## src/rtl/seven_seg_capture_if.sv

```systemverilog
// Seven-segment display bus as seen at the pins: scan inputs plus the
// reassembled value and status pulses produced by the capture block.
interface seven_seg_capture_if;
  logic [6:0]  seg;
  logic [3:0]  an;
  logic [15:0] value;
  logic        valid;
  logic        seg_err;
  logic        an_err;

  modport master (
    output seg, an,
    input  value, valid, seg_err, an_err
  );

  modport slave (
    input  seg, an,
    output value, valid, seg_err, an_err
  );
endinterface

```

## src/rtl/seven_seg_capture.sv

```systemverilog
// Receive-side decoder for a multiplexed 4-digit seven-segment bus: filters
// scan transitions, decodes stable glyphs and reassembles the 16-bit value.
module seven_seg_capture #(
  parameter int unsigned STABLE_CYCLES = 4
) (
  input  logic                clk,
  input  logic                rst,
  seven_seg_capture_if.slave  bus
);

  localparam int unsigned CNT_W = 8;
  localparam int unsigned AN_W  = 4;
  localparam int unsigned SEG_W = 7;
  localparam int unsigned VAL_W = 16;

  logic [AN_W-1:0]  r_an, r_an_d;
  logic [SEG_W-1:0] r_seg, r_seg_d;
  logic [CNT_W-1:0] r_cnt;
  logic [VAL_W-1:0] r_shadow;
  logic [VAL_W-1:0] r_value;
  logic [AN_W-1:0]  r_seen;
  logic             r_valid;
  logic             r_seg_err;
  logic             r_an_err;

  logic             w_changed;
  logic             w_act;
  logic [4:0]       w_glyph;
  logic             w_seg_ok;
  logic             w_onehot;
  logic             w_blank;
  logic [1:0]       w_idx;
  logic             w_cap;
  logic             w_frame;
  logic [VAL_W-1:0] w_shadow_next;
  logic [AN_W-1:0]  w_seen_next;

  // Returns {match, nibble}; only exact glyph patterns are accepted.
  function automatic logic [4:0] glyph_decode(input logic [6:0] s);
    logic [4:0] d;
    case (s)
      7'b1000000: d = 5'h10;
      7'b1111001: d = 5'h11;
      7'b0100100: d = 5'h12;
      7'b0110000: d = 5'h13;
      7'b0011001: d = 5'h14;
      7'b0010010: d = 5'h15;
      7'b0000010: d = 5'h16;
      7'b1111000: d = 5'h17;
      7'b0000000: d = 5'h18;
      7'b0010000: d = 5'h19;
      7'b0001000: d = 5'h1A;
      7'b0000011: d = 5'h1B;
      7'b1000110: d = 5'h1C;
      7'b0100001: d = 5'h1D;
      7'b0000110: d = 5'h1E;
      7'b0001110: d = 5'h1F;
      default:    d = 5'h00;
    endcase
    return d;
  endfunction

  always_comb begin
    w_changed     = {r_an, r_seg} != {r_an_d, r_seg_d};
    // Fire once, on the edge where the run length reaches STABLE_CYCLES.
    w_act         = w_changed ? (STABLE_CYCLES == 1)
                              : (r_cnt == CNT_W'(STABLE_CYCLES - 1));
    w_glyph       = glyph_decode(r_seg);
    w_seg_ok      = w_glyph[4];
    w_onehot      = $onehot(~r_an);
    w_blank       = &r_an;
    case (r_an)
      4'b1110: w_idx = 2'd0;
      4'b1101: w_idx = 2'd1;
      4'b1011: w_idx = 2'd2;
      4'b0111: w_idx = 2'd3;
      default: w_idx = 2'd0;
    endcase
    w_cap         = w_act && w_onehot && w_seg_ok;
    w_shadow_next = r_shadow;
    w_shadow_next[{w_idx, 2'b00} +: 4] = w_glyph[3:0];
    w_seen_next   = r_seen | AN_W'(4'b0001 << w_idx);
    w_frame       = w_cap && (&w_seen_next);
  end

  always_ff @(posedge clk or negedge rst) begin
    if (!rst) begin
      r_an      <= '1;
      r_seg     <= '1;
      r_an_d    <= '1;
      r_seg_d   <= '1;
      r_cnt     <= '0;
      r_shadow  <= '0;
      r_seen    <= '0;
      r_value   <= '0;
      r_valid   <= 1'b0;
      r_seg_err <= 1'b0;
      r_an_err  <= 1'b0;
    end else begin
      r_an    <= bus.an;
      r_seg   <= bus.seg;
      r_an_d  <= r_an;
      r_seg_d <= r_seg;

      if (w_changed)
        r_cnt <= CNT_W'(1);
      else if (r_cnt != '1)
        r_cnt <= r_cnt + CNT_W'(1);

      r_valid   <= w_frame;
      r_seg_err <= w_act && w_onehot && !w_seg_ok;
      r_an_err  <= w_act && !w_onehot && !w_blank;

      if (w_cap) begin
        r_shadow <= w_shadow_next;
        r_seen   <= w_frame ? '0 : w_seen_next;
      end
      if (w_frame)
        r_value <= w_shadow_next;
    end
  end

  assign bus.value   = r_value;
  assign bus.valid   = r_valid;
  assign bus.seg_err = r_seg_err;
  assign bus.an_err  = r_an_err;

endmodule

```

## src/flat_wrapper.sv

```systemverilog
// flat-port wrapper written by rule: the top's interface ports become plain ports
module seven_seg_capture_flat 
#(
  parameter int unsigned STABLE_CYCLES = 4
)
  (clk, rst, bus_seg, bus_an, bus_value, bus_valid, bus_seg_err, bus_an_err);
  seven_seg_capture_if bus_i ();
  input  logic clk;
  input  logic rst;
  input wire logic [$bits(bus_i.seg)-1:0] bus_seg;
  input wire logic [$bits(bus_i.an)-1:0] bus_an;
  output wire logic [$bits(bus_i.value)-1:0] bus_value;
  output wire logic [$bits(bus_i.valid)-1:0] bus_valid;
  output wire logic [$bits(bus_i.seg_err)-1:0] bus_seg_err;
  output wire logic [$bits(bus_i.an_err)-1:0] bus_an_err;
  assign bus_i.seg = bus_seg;
  assign bus_i.an = bus_an;
  assign bus_value = bus_i.value;
  assign bus_valid = bus_i.valid;
  assign bus_seg_err = bus_i.seg_err;
  assign bus_an_err = bus_i.an_err;
  seven_seg_capture #(.STABLE_CYCLES(STABLE_CYCLES)) u_core (.clk(clk), .rst(rst), .bus(bus_i));
endmodule
```

## config.mk

```make
export PLATFORM = sky130hd
export DESIGN_NAME = seven_seg_capture_flat
export DESIGN_NICKNAME = d
export VERILOG_FILES = /design/src/rtl/seven_seg_capture_if.sv /design/src/rtl/seven_seg_capture.sv /design/src/flat_wrapper.sv
export SDC_FILE = /design/constraint.sdc
export NUM_CORES = 1
export LEC_CHECK = 0
export CORE_MARGIN = 2
export CORE_UTILIZATION = 46
export CTS_CLUSTER_DIAMETER = 60
export DETAILED_ROUTE_END_ITERATION = 10
export PLACE_DENSITY = 0.63
export SKIP_CTS_REPAIR_TIMING = 1
export SLEW_MARGIN = 20
export SYNTH_ARGS = -nofsm -noshare
export SYNTH_HDL_FRONTEND = slang
export SYNTH_SLANG_ARGS = --single-unit
```

## constraint.sdc

```tcl
create_clock -name clk -period 7.9 [get_ports clk]
set_clock_uncertainty 0.1 [all_clocks]
set_input_delay 1.975 -clock clk [delete_from_list [all_inputs] [get_ports clk]]
set_output_delay 1.975 -clock clk [all_outputs]
set_load 0.01 [all_outputs]
```

==> reports/qor.yml <==
status:
  status: "completed"
cts:
  cts_sinks: 69
  cts.clk_slew.worst_paths_ns: 0.08
  cts_tree: "built"
  clock_insertion_delay_worst_skew_ns: 0.35
  cts_buffer_depth: 2
  clock_tree.root_cell: "clkbuf_8"
  cts_made_buffers: 9
  h-tree-depth: 3
floorplan:
  boundaryPins: 32
  rows: 32
  start_util_pct: 47.28
  core_area_mm2: 0.007687
  dieArea_mm2: 0.008629
  die_x_um: 92.89
  dieHeight_um: 92.89
route:
  vias: 2566
  routedWlPerCell_um: 15.84
  drt_pre_antenna_iters: 4
  wl_mm: 7.349
  vias_per_cell: 5.530
  drt-initial-drc-count: 147
  drc: 0
  antenna_left: 0
placed_design:
  dp_hpwl_mm: 4.947
  placed_cell_area_mm2: 0.003975
  port_buffers: 31
  gp_congestion: 0.8057
  dp_slack_ns: 4.064
timing:
  fin_crit_sh_pct: 48.45
  slew-limit-headroom_pct: 30.27
  finalSetupTns_ns: 0
  slew_viol_final: 0
  worst_slack_ns: 4.072
  fmax_mhz: 261.3
  setup_viol_count_final: 0
  tightest_slew_ns: 1.046
  period_minus_slack_ns: 3.828
  rsz0062_at_grt: "no"
  hold_viol: 0
hold_path:
  whs_endpoint: "u_core.r_an_d[1]"
  min_path_type: "register to register"
  worstHoldStart: "u_core.r_an[1]"
  whs_path_depth: 0
cells_and_area:
  syn_to_final_growth_pct: 14.91
  final_cell_mix: "47 x dfrtp_1, 36 x inv_1, 30 x clkdlybuf4s50_1"
  stdcell_area_mm2: 0.004177
  nNetsFinal: 387
  drive_above_1_share_pct: 17.40
  utilization_pct: 54.33
  antennaDiodeCount: 0
  final_common_cell: "dfrtp_1"
worst_setup_path:
  r2r-start: "u_core.r_an[3]"
  cp-end-kind: "register"
  cp_max_fo: 13
  ff2ff_path_depth: 9
  required_ns: 8.03
  rr_endpoint: "u_core.bus.value[7]"
  crit_arrival_ns: 3.96
  critPathLaunchType: "register"
  regToRegSetupSlack_ns: 4.07
  crit_type: "register to register"
power:
  p_total_uw: 716.7
  power_density_mw_per_mm2: 171.6
  p_leak_nw: 1.732
  irDropWorstVdd_mv: 0.1332
logic_synthesis:
  ys_ff_latch: 69
  ys_types: 60
  avgSynthCellArea_um2: 11.01
  synth_edf_count: 0
  synth-main-ff-cell: "dfrtp_1"
  syn_inst: 330
  syn-cell-area_mm2: 0.003635
  async_flop_share_pct: 100.0
  seq_area_frac_synth_pct: 48.26
  syn_nets: 360
  yosys_warnings: 0
global_routing:
  grt_max_degree: 70
  grt_pass1_vias: 2499
  grt_first_pass_wirelength_mm: 12.50
  grtUsageTotal_pct: 18.73
  gr-total-overflow: 0
  antenna_found_initial: 0
run:
  drv_cap: 0
## worst max-delay path by stage
stage / startpoint / endpoint / slack (ns) / depth (start not counted)
after floorplan: u_core.r_an[3] / u_core.bus.value[14] / 4.73 / 11
after global placement: u_core.r_an[3] / u_core.bus.value[11] / 4.20 / 9
after detailed placement: u_core.r_an[3] / u_core.bus.value[7] / 4.06 / 9
after CTS: u_core.r_an[3] / u_core.bus.value[7] / 4.04 / 9
after global routing: u_core.r_an[3] / u_core.bus.value[7] / 3.80 / 9
final: u_core.r_an[3] / u_core.bus.value[7] / 4.07 / 9
## worst max-delay path: stages (launching register included)
cell and delay, ns:
dfstp_2 0.58, inv_1 0.08, ha_1 0.19, a22oi_1 0.41
ha_1 0.40, o22a_1 0.19, o221ai_1 0.16, or3_1 0.36
a311oi_2 0.84, mux2_2 0.42
## where the power goes
group          total [mW]  switching (mW)  leakage (nW)  internal, mW
Combinational      0.0487          0.0287         0.749        0.0200
Sequential          0.375          0.0110         0.883         0.364
Clock               0.293           0.132         0.100         0.162
## cell usage after synthesis, types with 6 or more instances
master / number / area, um2
inv_1: 36 / 135.1
buf_2: 7 / 35.03
o22ai_1: 29 / 181.4
nor3_1: 12 / 60.06
a311oi_1: 7 / 61.31
dfrtp_1: 47 / 1176
nand2_1: 7 / 26.28
nor2_1: 15 / 56.30
ha_1: 16 / 200.2
nand3_1: 8 / 40.04
a21oi_1: 8 / 40.04
dfstp_2: 22 / 578.1
xor2_1: 13 / 113.9
and3_1: 8 / 50.05
o21ai_0: 6 / 30.03
mux2i_1: 6 / 60.06
## kinds of logic (layout without fill, tap and decap cells)
kind of cell / Yosys count / count (layout) / synth area share, %
flops: 69 / 69 / 48.26
fa+ha+maj: 17 / 17 / 6.058
simple gates: 86 / 86 / 15.08
mux: 18 / 18 / 5.783
xor+xnor: 14 / 14 / 3.374
buf+inv: 53 / 85 / 6.678
compound gates: 73 / 73 / 14.77
## registers in the layout, indices dropped and copies added, names as in the netlist
| register | cells |
|---|---|
| u_core.bus.value | 16 |
| u_core.r_shadow | 16 |
| u_core.r_cnt | 8 |
| u_core.r_seg | 7 |
| u_core.r_seg_d | 7 |
| u_core.r_an | 4 |
| u_core.r_an_d | 4 |
| u_core.r_seen | 4 |
| u_core.bus.an_err | 1 |
| u_core.bus.seg_err | 1 |
| u_core.bus.valid | 1 |
## area by class of cell
cell class / instances / area, um2
fill: 682 / 3511
sequential: 69 / 1754
multi-input combinational: 208 / 1638
timing repair buffer: 33 / 320.3
clock buffer: 12 / 155.1
inverter: 36 / 135.1
tap: 102 / 127.6
clock inverter: 4 / 46.29
## stage by stage
stage	hold WS [ns]	instances
floorplan	0.2585	330
global placement	0.2792	448
CTS	0.2758	464
finish	0.2759	464
global route	0.2786	464
detailed placement	0.2799	448
## layer usage
layer	GRT usage [%]	wire length (um)	part of all wire [%]
met3	3.662	382	5.2
met5	0	0	0
met1	26.82	3600	49
met4	6.985	118	1.6
met2	28.20	3248	44
Power figures use the tool's default switching activity.
